[src/rtl/uart_pkg.sv]
// Shared UART definitions: frame width, default bit timing and FSM state encoding.
package uart_pkg;

  localparam int DATA_BITS            = 8;
  localparam int DEFAULT_CLKS_PER_BIT = 87;

  typedef enum logic [2:0] {
    IDLE       = 3'd0,
    START      = 3'd1,
    DATA       = 3'd2,
    STOP       = 3'd3,
    BREAK_WAIT = 3'd4
  } uart_state_e;

endpackage

[src/rtl/uart_bit_sync.sv]
// Two-flop synchronizer for a single asynchronous input pin.
module uart_bit_sync #(
  parameter logic RESET_VAL = 1'b1
) (
  input  logic i_Clock,
  input  logic i_Reset,
  input  logic i_async,
  output logic o_sync
);

  logic meta_q;
  logic sync_q;

  always_ff @(posedge i_Clock or posedge i_Reset) begin
    if (i_Reset) begin
      meta_q <= RESET_VAL;
      sync_q <= RESET_VAL;
    end else begin
      meta_q <= i_async;
      sync_q <= meta_q;
    end
  end

  assign o_sync = sync_q;

endmodule

[src/rtl/uart_rx_core.sv]
// 8N1 UART receiver: mid-bit sampling, one-cycle byte-valid and framing-error strobes.
module uart_rx_core
  import uart_pkg::*;
#(
  parameter int CLKS_PER_BIT = DEFAULT_CLKS_PER_BIT,
  parameter int CNT_W        = 16
) (
  input  logic                 i_Clock,
  input  logic                 i_Reset,
  input  logic                 i_Rx_Serial,
  output logic                 o_Rx_DV,
  output logic [DATA_BITS-1:0] o_Rx_Byte,
  output logic                 o_Rx_Frame_Err,
  output logic                 o_Rx_Active
);

  localparam logic [CNT_W-1:0] HALF = CNT_W'((CLKS_PER_BIT - 1) / 2);
  localparam logic [CNT_W-1:0] LAST = CNT_W'(CLKS_PER_BIT - 1);
  localparam logic [2:0]       LAST_BIT = 3'(DATA_BITS - 1);

  logic rx_s;

  uart_bit_sync #(.RESET_VAL(1'b1)) u_rx_sync (
    .i_Clock (i_Clock),
    .i_Reset (i_Reset),
    .i_async (i_Rx_Serial),
    .o_sync  (rx_s)
  );

  uart_state_e          state_q, state_d;
  logic [CNT_W-1:0]     cnt_q, cnt_d;
  logic [2:0]           bit_idx_q, bit_idx_d;
  logic [DATA_BITS-1:0] shift_q, shift_d;
  logic [DATA_BITS-1:0] byte_q, byte_d;
  logic                 dv_q, dv_d;
  logic                 ferr_q, ferr_d;
  logic                 active_q, active_d;
  logic [1:0]           settle_q, settle_d;
  logic                 armed_q, armed_d;

  always_ff @(posedge i_Clock or posedge i_Reset) begin
    if (i_Reset) begin
      state_q   <= IDLE;
      cnt_q     <= '0;
      bit_idx_q <= '0;
      shift_q   <= '0;
      byte_q    <= '0;
      dv_q      <= 1'b0;
      ferr_q    <= 1'b0;
      active_q  <= 1'b0;
      settle_q  <= '0;
      armed_q   <= 1'b0;
    end else begin
      state_q   <= state_d;
      cnt_q     <= cnt_d;
      bit_idx_q <= bit_idx_d;
      shift_q   <= shift_d;
      byte_q    <= byte_d;
      dv_q      <= dv_d;
      ferr_q    <= ferr_d;
      active_q  <= active_d;
      settle_q  <= settle_d;
      armed_q   <= armed_d;
    end
  end

  always_comb begin
    state_d   = state_q;
    cnt_d     = cnt_q;
    bit_idx_d = bit_idx_q;
    shift_d   = shift_q;
    byte_d    = byte_q;
    dv_d      = 1'b0;
    ferr_d    = 1'b0;
    active_d  = active_q;
    settle_d  = (settle_q == 2'd3) ? settle_q : settle_q + 2'd1;
    // Arm only on a genuine high once the synchronizer has flushed its reset
    // value, so a line that is low when reset releases cannot start a frame.
    armed_d   = armed_q | (rx_s & (settle_q == 2'd3));

    unique case (state_q)
      IDLE: begin
        cnt_d     = '0;
        bit_idx_d = '0;
        if (armed_q && !rx_s) state_d = START;
      end
      START: begin
        if (cnt_q == HALF) begin
          cnt_d = '0;
          if (!rx_s) begin
            active_d = 1'b1;
            state_d  = DATA;
          end else begin
            state_d  = IDLE;
          end
        end else begin
          cnt_d = cnt_q + 1'b1;
        end
      end
      DATA: begin
        if (cnt_q == LAST) begin
          cnt_d              = '0;
          shift_d[bit_idx_q] = rx_s;
          if (bit_idx_q == LAST_BIT) begin
            bit_idx_d = '0;
            state_d   = STOP;
          end else begin
            bit_idx_d = bit_idx_q + 3'd1;
          end
        end else begin
          cnt_d = cnt_q + 1'b1;
        end
      end
      STOP: begin
        // Leaving at the stop-bit midpoint leaves half a bit to catch a back-to-back start.
        if (cnt_q == LAST) begin
          cnt_d    = '0;
          active_d = 1'b0;
          if (rx_s) begin
            byte_d  = shift_q;
            dv_d    = 1'b1;
            state_d = IDLE;
          end else begin
            ferr_d  = 1'b1;
            state_d = BREAK_WAIT;
          end
        end else begin
          cnt_d = cnt_q + 1'b1;
        end
      end
      BREAK_WAIT: begin
        cnt_d = '0;
        if (rx_s) state_d = IDLE;
      end
      default: begin
        state_d = IDLE;
        cnt_d   = '0;
      end
    endcase
  end

  assign o_Rx_DV        = dv_q;
  assign o_Rx_Byte      = byte_q;
  assign o_Rx_Frame_Err = ferr_q;
  assign o_Rx_Active    = active_q;

endmodule

[config.mk]
export PLATFORM = sky130hd
export DESIGN_NAME = uart_rx_core
export DESIGN_NICKNAME = d
export VERILOG_FILES = /design/src/rtl/uart_pkg.sv /design/src/rtl/uart_bit_sync.sv /design/src/rtl/uart_rx_core.sv
export SDC_FILE = /design/constraint.sdc
export NUM_CORES = 1
export LEC_CHECK = 0
export ABC_AREA = 1
export CAP_MARGIN = 5
export CELL_PAD_IN_SITES_DETAIL_PLACEMENT = 1
export CELL_PAD_IN_SITES_GLOBAL_PLACEMENT = 1
export CORE_AREA = 2 2 88 90
export CTS_BUF_LIST = sky130_fd_sc_hd__clkbuf_4
export DETAILED_ROUTE_END_ITERATION = 8
export DIE_AREA = 0 0 90 92
export GPL_TIMING_DRIVEN = 1
export PLACE_DENSITY = 0.66
export REMOVE_ABC_BUFFERS = 1
export SLEW_MARGIN = 20
export SYNTH_ARGS = -nofsm -noshare
export SYNTH_HDL_FRONTEND = slang
export SYNTH_SLANG_ARGS = --single-unit
[constraint.sdc]
create_clock -name i_Clock -period 1.9 [get_ports i_Clock]
set_input_delay 0.285 -clock i_Clock [delete_from_list [all_inputs] [get_ports i_Clock]]
set_output_delay 0.285 -clock i_Clock [all_outputs]
set_load 0.01 [all_outputs]
==> out/summary.md, run 1 <==
Setup total negative slack on the finished layout was measured at 0 ps. The violation count after the first detailed-routing iteration was 78. The die extent in y is 92 um. The number of buffer cells added on primary ports is 13, and the remaining global-route overflow is 0. Number of failing hold endpoints at the final stage: 0.

The first-pass GRT wire length came out at 9540 um. The average detailed-routed wire length per instance came out at 12.8 um. The clock period could shrink to 1580 ps. The critical path in this run is classified as reg2reg. Routability-driven placement finished with a final weighted congestion of 0.798. The H-tree was split into 2 levels. The tools report the count of buffers added by post-CTS timing repair for setup as 0.

Across the routed clock network, the largest skew measured is 18.7 ps. The die covers 8280 um2. The area growth from synthesis to layout came out at 13.2%. The tools report the layout filler cell count as 928. The number of global-route vias before repair was 2,020; the part of the Yosys area used for sequential elements was 0.467. The run gives 318 as the final net count. The end of the worst register-to-register path was cnt_q[4]. The number of cells on the worst reg-to-reg path is 8. The worst slew slack as a fraction of its limit came out at 0.705. The share of the clock period used by the worst path came out at 0.831. The routed via count divided by cell count works out to 4.64. The I/O pin count was 14; the maximum fanout along the worst path was 9.

The post-place setup slack was 335 ps; the aggregate global-route resource usage was 0.143. The average footprint of a synthesized cell is 8.49 um2, and the CTS clock-pin slew for the worst setup and hold paths is 150 ps. The die is 90 um wide.

Setup repair after global routing left no endpoint under its margin. Buffers inserted during clock tree synthesis total 5. The run gives 2150 ps as the endpoint required time on the critical path. Max-slew violation count: 0.

The tools report the initial core utilization as 0.332. The number of different library cells used by synthesis comes to 39. Synthesis inferred 46 register bits. The most frequent standard cell in the layout excluding fill and tap cells is nand2_1.

The repair_antennas step left the layout with diodes totalling 0. Worst min-delay path class: in2async. In this run the power density over the cells is 884 nW/um2.

Across all layers, the routed design uses 1,915 vias. Fraction of final layout cells with drive strength greater than 1: 0.158. The start of the worst register-to-register path is cnt_q[0]. Across the run, the number of max-cap violations was 0. TritonCTS built the clock tree. Entering global routing, the biggest net connects 20 pins. The first detailed-routing pass ran for 4 iterations.

The synthesized netlist occupies a cell area of 2470 um2. The total core area was 7450 um2. The worst setup path is launched from a flop.

The tools report the critical path capture point type as a flop. The clock net in this run drives a total of 46 sinks. For this design the static power due to leakage is 1.28 nW. The number of gates resized after CTS was 0.

Setup violations remaining at the end of the flow were counted as 0. The data arrival at the endpoint of the critical path came out at 1830 ps. After detailed routing, the number of remaining DRC violations is 0. After detailed routing, the total wire length is 5310 um. For the gate count of the mapped netlist, the log shows 291. The buffer cell driving the clock tree root was clkbuf_4.

The wire-length estimate of the detail-placed layout is 4040 um. In this run the core area contains 32 standard-cell rows. The flow ran to the end, and the final reports show no timing, DRC or antenna violations. The clock passes through at most 2 buffers. The tools report the worst-case register-to-register setup slack as 320 ps. At the later pin of the worst-skew pair, clock insertion delay measures 370 ps. The worst-case IR drop observed on VDD is 441 uV. Once routing completed, OpenROAD measured the worst setup slack at 321 ps. The initial antenna violation count came out at 0. During synthesis, Yosys emitted a total of 0 warnings. The top cell types in the final layout, fill and taps aside, are nand2_1, dfrtp_1, nor2_1, inv_1, nand3_1. At the pin with the least slew margin, the transition time is 442 ps. The maximum clock rate was 633 MHz. For the hold buffer count at cts, the log shows 0.

The detail route stage leaves a number of antenna-violating nets equal to 0.
[power by group]
part / internal, mW / switching, mW / total (mW) / leakage [nW]
registers: 1.05 / 0.104 / 1.16 / 0.612
clock network: 0.280 / 0.335 / 0.615 / 0.0456
logic: 0.237 / 0.463 / 0.700 / 0.623
[registers in the layout, indices dropped and copies added (netlist names)]
register / cells
cnt_q: 16
o_Rx_Byte: 8
shift_q: 8
bit_idx_q: 3
state_q: 3
settle_q: 2
armed_q: 1
o_Rx_Active: 1
o_Rx_DV: 1
o_Rx_Frame_Err: 1
u_rx_sync.meta_q: 1
u_rx_sync.o_sync: 1
[synthesized netlist by cell type (all sizes together)]
| library cell | n | share of area |
|---|---|---|
| ha | 5 | 0.025 |
| mux2 | 1 | 0.0046 |
| inv | 28 | 0.043 |
| a21oi | 13 | 0.028 |
| a21o | 1 | 0.0030 |
| buf | 5 | 0.022 |
| xor2 | 7 | 0.025 |
| dfstp | 2 | 0.021 |
| and2 | 1 | 0.0035 |
| clkinv | 2 | 0.0035 |
| a31oi | 1 | 0.0025 |
| o21ai | 4 | 0.0081 |
| a31o | 1 | 0.0035 |
| nand2 | 94 | 0.16 |
| nor3 | 9 | 0.024 |
| dfrtp | 44 | 0.45 |
| and3 | 3 | 0.0076 |
| nor2 | 30 | 0.061 |
| xnor2 | 2 | 0.0071 |
| o21a | 1 | 0.0030 |
| o21bai | 1 | 0.0030 |
| nand3 | 22 | 0.054 |
| nand4 | 14 | 0.042 |
[logic make-up after synthesis]
group / count (synthesis) / share of synthesized area
XOR/XNOR: 9 / 0.0319
AO/OA/AOI/OAI: 22 / 0.0511
adder cells (fa/ha/maj): 5 / 0.0253
buffers and inverters: 35 / 0.0683
flip-flops: 46 / 0.467
multiplexers: 1 / 0.00456
AND/OR/NAND/NOR: 173 / 0.352
[routing by layer]
layer,share of wire,global-route usage,wire length [um],up-vias
li1,-,-,-,979
met4,0.015,0.0423,79,0
met2,0.48,0.247,2550,17
met3,0.023,0.0279,123,5
met1,0.48,0.182,2560,914
met5,0,0,0,-
[layout make-up]
class	count	area, um2	area share
Clock buffer	5	37.5	0.0134
Timing Repair Buffer	17	173	0.0617
Inverter	30	114	0.0407
Clock inverter	3	43.8	0.0157
Sequential cell	46	1150	0.412
Tap cell	102	128	0.0456
Multi-Input combinational cell	210	1150	0.411
[metrics by stage]
step	std cells	utilization	cell area (um2)	power, mW	hold WS, ps
final	413	0.376	2800	2.47	217
after global routing	413	0.376	2800	2.66	232
after CTS	413	0.376	2800	2.53	216
after detailed placement	405	0.365	2720	1.89	348
after global placement	405	0.365	2720	1.87	347
after floorplan	286	-	2420	1.67	289
[critical path, stage by stage, from the launching register on]
cell and delay [ps]:
dfrtp_1 430, inv_1 70, ha_1 160, nand3_1 120, nor2_4 200, nand2_4 100, nand3_4 130, nand2_2 100
and3_1 160
[worst max path at each step]
stage              endpoint  slack (ps)          from
3_3_place_gp       cnt_q[4]         360      cnt_q[0]
2_1_floorplan    state_q[1]         210    state_q[2]
3_5_place_dp       cnt_q[4]         340      cnt_q[0]
4_1_cts        o_Rx_Byte[7]         290  o_Rx_Byte[7]
5_1_grt        bit_idx_q[1]         160    state_q[2]
6_report           cnt_q[4]         320      cnt_q[0]
No activity file was read; power rests on OpenSTA's default activity.
==> run 2: changes to the inputs <==
==> constraint.sdc (replaced) <==
create_clock -name i_Clock -period 1.65 [get_ports i_Clock]
set_input_delay 0.2475 -clock i_Clock [delete_from_list [all_inputs] [get_ports i_Clock]]
set_output_delay 0.2475 -clock i_Clock [all_outputs]
set_load 0.01 [all_outputs]
==> run 2 against run 1 <==
Compared with the run above: utilization increased by 1.2 points; largest cell class is now multi-input combinational cells; clock power increased by 18%; first-iteration DRC count is 7.7% lower; critical path type unchanged.
==> out/summary.md, run 2 (synthesis gave the netlist of run 1 again) <==
The tools report the cell leakage power as 1.32 nW. The tools report the worst voltage drop across the vdd grid as 617 uV. The kind of cell with the highest combined delay on the critical path is simple AND/OR/NAND/NOR gates.

The die covers 8280 um2. The layout filler cell count is 918, and the part of the power in the clock network is 0.246. The switching fraction of total power was 0.364. The endpoint required time on the critical path is 1920 ps, and the post-detailed-placement half-perimeter wirelength is 4060 um. On the critical path, the stage with the largest delay is an instance of dfrtp_1.

The die is 92 um tall. The logs give 0.145 for the aggregate global-route resource usage and 0 for the number of failing hold endpoints at the final stage. The initialized floorplan defines 32 standard-cell rows.

The count of buffers added on input and output ports is 13. The repair_antennas step left the layout with diodes totalling 0. The critical path goes through inv_1 > ha_1 > nand3_2 > nor2_4 > nand2_4 > nand3_4 > nand2_2 > and3_1.

The run gives 46 as the total clock sinks. In the final design database the tool counted 324 nets. After detailed routing, the average wire length per cell comes to 13.3 um. The number of hold buffers added after CTS was 0. The shortest period the worst path allows is 1540 ps. The buffers plus inverters on the worst setup path works out to 1.

In this run, the number of DRC markers left after iteration 0 of detailed routing was 72. For this run, the slowest stage of the critical path takes 440 ps. The total core area was 7450 um2; the number of routed nets with antenna violations was 0. The kind of launch point of the worst setup path is a flop. More flip-flops sit in one register than any other, and that register is cnt_q. The run finished with clean final reports.

For the final database, setup skew stands at 9.62 ps. Data arrives at the worst endpoint at 1810 ps. 14 I/O pins were placed. In the layout the commonest cells are nand2_1, dfrtp_1, nor2_1, inv_1, nand3_1. The H-tree generated during clock tree synthesis spans 2 levels.

Setup violations remaining at the end of the flow were counted as 0. The fraction of final layout cells with drive strength greater than 1 was 0.186. Entering global routing, the biggest net connects 47 pins.

The power share of the sequential group was 0.443; the number of flip-flops in the largest register was 16. The count of placed standard cells in the final layout, fillers left out is 419. After clock tree synthesis, the clock-pin slew on the worst setup and hold paths is 150 ps. The max-capacitance violation count came out at 0.

The combinational power share is 0.311, and the die span in x is 90 um. The worst slew slack as a fraction of its limit is 0.752. The DRC violation count after routing is 0, and the detailed-routing iteration count for the pre-antenna-repair pass is 4.

The area growth from synthesis to layout is 16.7%. The clock insertion delay at the later pin of the skew report came out at 360 ps. Clock tree synthesis inserted a total of 5 buffers. The critical path capture point type was a flop. The cell area after layout came out at 2880 um2. Setup repair after global routing could not meet its margin everywhere. The critical path is of the reg2reg type. The routed via count divided by cell count came out at 4.72.

The maximum fanout along the worst path is 7. The end of the worst register-to-register path was cnt_q[4]. The clock passes through at most 2 buffers. For the maximum clock rate, the log shows 650 MHz. The run gives 0 as the max-slew violation count.

Cell internal power was estimated by the tool at 1.88 mW. The tools report the placer's final routability congestion estimate as 0.812. The worst min-delay path class was in2async. Initial antenna violation count: 0. The library cell used most frequently in the layout, excluding fill and tap cells, is nand2_1.

The total number of vias was 1,977; the number of global-route vias before repair was 2,002. The setup check on the worst reg-to-reg path leaves a slack of 110 ps. The number of cells on the worst reg-to-reg path is 8. The run gives 0.332 as the initial core utilization. First-pass GRT wire length: 9730 um.

The cell sitting at the root of the clock tree is a clkbuf_4. The total power density per cell area was 1030 nW/um2; the routed wire length was 5570 um. The start of the worst register-to-register path was cnt_q[0]. The share of the clock period used by the worst path is 0.932, and the remaining global-route overflow is 0.

In this run the power spent charging and discharging nets is 1.08 mW. TritonCTS built the clock tree. Cell area after placement: 2770 um2. The number of placed instances, taps included, is 410. The slew at the pin closest to its max-slew limit works out to 369 ps. Setup total negative slack on the finished layout was measured at 0 ps.
-- run 2: layout make-up --
cell class              count  area [um2]  share of cell area
repair buffers             23         230              0.0798
multi-input cells         210        1170               0.406
clock buffers               6        45.0              0.0156
clock inverters             2        37.5              0.0130
flip-flops and latches     46        1160               0.401
well taps                 102         128              0.0443
inverters                  30         118              0.0408
-- run 2: routing by layer --
| metal | GRT usage | routed length (um) |
|---|---|---|
| met5 | 0 | 0 |
| met1 | 0.189 | 2690 |
| met4 | 0.0346 | 64 |
| met2 | 0.249 | 2700 |
| met3 | 0.0271 | 111 |
-- run 2: what timing repair did --
item | 4_1_cts | 5_1_grt
setup endpoints to repair | 0 | 16
buffers inserted | 0 | 1
hold endpoints to repair | 0 | 0
gates resized for setup | 0 | 9
-- run 2: worst max-delay path by stage --
stage                    start         end  slack [ps]  cells past startpoint
floorplan           state_q[2]  state_q[1]         -40                      8
global placement      cnt_q[0]    cnt_q[4]         110                      8
detailed placement    cnt_q[0]    cnt_q[6]          60                      8
CTS                   cnt_q[0]   cnt_q[15]          10                      8
global route          cnt_q[0]   cnt_q[13]         -10                      9
finish                cnt_q[0]    cnt_q[4]         110                      8
-- run 2: power by group through the flow --
stage | Clock (mW) | Sequential (mW) | Combinational, mW
3_5_place_dp | 0 | 1.33 | 0.891
6_report | 0.727 | 1.31 | 0.920
3_3_place_gp | 0 | 1.33 | 0.868
2_1_floorplan | 0 | 1.34 | 0.592
5_1_grt | 0.805 | 1.33 | 1.03
4_1_cts | 0.763 | 1.31 | 0.899
-- run 2: worst register-to-register path, cell delays in order, from the launching register on --
cell,delay [ps]
dfrtp_1,440
inv_1,70
ha_1,180
nand3_2,110
nor2_4,170
nand2_4,110
nand3_4,120
nand2_2,100
and3_1,150
-- run 2: stage by stage --
| step | power, mW | hold slack (ps) | utilization | setup WS [ps] |
|---|---|---|---|---|
| after detailed placement | 2.22 | 354 | 0.371 | 56.2 |
| after global routing | 3.17 | 215 | 0.387 | -11.2 |
| after CTS | 2.97 | 212 | 0.383 | 14.2 |
| after global placement | 2.20 | 346 | 0.371 | 108 |
| after floorplan | 1.93 | 252 | - | -41.7 |
| final | 2.96 | 214 | 0.387 | 111 |
==> run 3: changes to the inputs <==
--- a/config.mk
+++ b/config.mk
@@ -15,6 +15,7 @@
 export DIE_AREA = 0 0 90 92
 export GPL_TIMING_DRIVEN = 1
 export PLACE_DENSITY = 0.66
+export RECOVER_POWER = 50
 export REMOVE_ABC_BUFFERS = 1
 export SLEW_MARGIN = 20
 export SYNTH_ARGS = -nofsm -noshare
==> run 3 against run 2 <==
Compared with the run above: utilization fell by 0.20 points; non-clock buffer count unchanged; total power shrank 0.19%; clock-buffer cell count stayed put; largest cell class unchanged; sequential power hardly changed; combinational power down 0.7%; register-to-register slack about the same.
==> out/summary.md, run 3 (synthesis gave the netlist of run 1 again) <==
The CTS clock-pin slew for the worst setup and hold paths is 140 ps, and the cell leakage power is 1.32 nW. The clock tree synthesis step divided the H-tree into 2 levels. The later pin in the worst-skew pair is clocked with a latency of 360 ps. The placed instances occupy a cell area of 2770 um2. Timing would allow up to 650 MHz. The tightest min-delay check is of the reg2reg type.

The die span in x was 90 um; the first-pass GRT wire length was 9730 um. The die extent in y is 92 um. In this run the register-to-register setup slack is 110 ps. Top register by number of flip-flops: cnt_q. The kind of cell with the highest combined delay on the critical path was simple AND/OR/NAND/NOR gates. The TritonCTS buffer count was 5.

In this run, the number of DRC markers left after iteration 0 of detailed routing was 72. After detailed routing, the number of remaining DRC violations is 0. The worst slew slack as a fraction of its limit came out at 0.214. The final layout contains routed wiring with a total length of 5570 um. The area growth from synthesis to layout was 16.1%.

The slowest stage of the critical path belongs to the cell dfrtp_1. Across the whole layout, storage elements account for 1160 um2. The tools report the start of the worst register-to-register path as cnt_q[0]. The critical path launch point is cnt_q[0].

The max-slew violation count is 0, and the number of failing hold endpoints at the final stage is 0. The count of nets left with antenna violations once routing finished came out at 0. The floorplan step defined a die boundary enclosing 8280 um2. Number of rows created at floorplan: 32. Setup repair after global routing could not meet its margin everywhere. Placer's final routability congestion estimate: 0.812. Leaving out fill and tap cells, the most frequent cells in the layout are nand2_1, dfrtp_1, nor2_1, inv_1, nand3_1. The run gives 0 as the max-capacitance violation count.

For the finished layout, the period the worst path requires is 1540 ps. The tools report the startpoint of the lowest-slack hold path as u_rx_sync.meta_q. Dividing the detail-routed wire length by the instance count gives 13.3 um. The tools report the deepest clock path buffer count as 2.

The logs give 1170 um2 for the area occupied by multi-input gates and 4060 um for the post-detailed-placement half-perimeter wirelength. The worst voltage drop across the vdd grid is 617 uV. Using the TritonRoute via totals, the vias-per-cell ratio works out to 4.72.

The kind of launch point of the worst setup path is a flop. The count of buffers added on input and output ports is 13. The aggregate negative setup slack was 0 ps; the post-place setup slack was 56.2 ps. The tools report the final net count as 324.

Power spread over the standard cell area amounts to 1030 nW/um2. The total core area is 7450 um2. The post-placement cell count was 410. The buffer cell driving the clock tree root was clkbuf_4. The initial core utilization was 0.332. The design draws 2.95 mW.

The logs give 920 for the layout filler cell count and 1810 ps for the data arrival at the endpoint of the critical path. Entering global routing, the biggest net connects 47 pins. The number of antenna diodes came out at 0. The share of the clock period used by the worst path was 0.932; the number of flip-flops in the largest register was 16. At the pin with the least slew margin, the transition time is 1180 ps. The endpoint required time on the critical path was 1920 ps. The flow ran to the end, and the final reports show no timing, DRC or antenna violations. TritonCTS built the clock tree. The most frequent standard cell in the layout excluding fill and tap cells was nand2_1.

The fraction of final layout cells with drive strength greater than 1 works out to 0.183. STA classifies the critical path endpoint as a flop. The aggregate global-route resource usage was 0.145; the maximum fanout along the worst path was 7.

Number of global-route vias before repair: 2,002. The run gives 419 as the count of placed standard cells in the final layout, fillers left out. The critical path is of the reg2reg type.

The total number of vias is 1,977. The buffers plus inverters on the worst setup path is 1, and the worst clock skew is 9.62 ps. The count of final setup violators is 0. The detailed-routing iteration count for the pre-antenna-repair pass is 4, and the I/O pin count is 14. For this run the aggregate overflow at the end of global routing stands at 0. Total clock sinks: 46. The logs give 0 for the hold buffer count at cts and 0 for the initial antenna violation count. Worst stage delay on the critical path: 440 ps. Once routing completed, OpenROAD measured the worst setup slack at 111 ps. Traced cell by cell, the critical path runs through inv_1 > ha_1 > nand3_2 > nor2_4 > nand2_4 > nand3_4 > nand2_2 > and3_1.

The finished cells cover 2870 um2.
run 3: path summary, 6_finish.rpt:
path,end,depth (start not counted)
worst max-delay path,cnt_q[4],8
worst min-delay path,u_rx_sync.o_sync,0
worst max register to register,cnt_q[4],8
worst min register to register,u_rx_sync.o_sync,0
max in group asynchronous,cnt_q[3],3
min in group asynchronous,o_Rx_Byte[4],3
run 3: power by group:
group          internal [mW]  leakage, nW  total [mW]  switching, mW
combinational          0.327        0.666       0.914          0.587
sequential              1.21        0.609        1.31         0.0977
clock                  0.337       0.0419       0.727          0.391
total                   1.88         1.32        2.95           1.08
run 3: repair_timing:
action	CTS	global route
gates resized for setup	0	9
buffers inserted	0	1
endpoints found under the setup margin	0	16
run 3: layout make-up:
type	count	share of cell area
tap	102	0.0445
sequential	46	0.403
multi-input combinational	210	0.408
clock buffer	6	0.0157
inverter	30	0.0410
timing repair buffer	23	0.0750
clock inverter	2	0.0131
run 3: metal layers:
layer  vias to the layer above  routed length [um]  GRT usage
met2                        19                2700      0.249
li1                        987                   -          -
met3                         6                 111     0.0271
met1                       965                2690      0.189
met5                         -                   0          0
met4                         0                  64     0.0346
run 3: per-stage QoR:
stage	hold WS [ps]	util
after detailed placement	354	0.371
after global routing	375	0.385
after CTS	212	0.383
after floorplan	252	-
after global placement	346	0.371
final	371	0.385
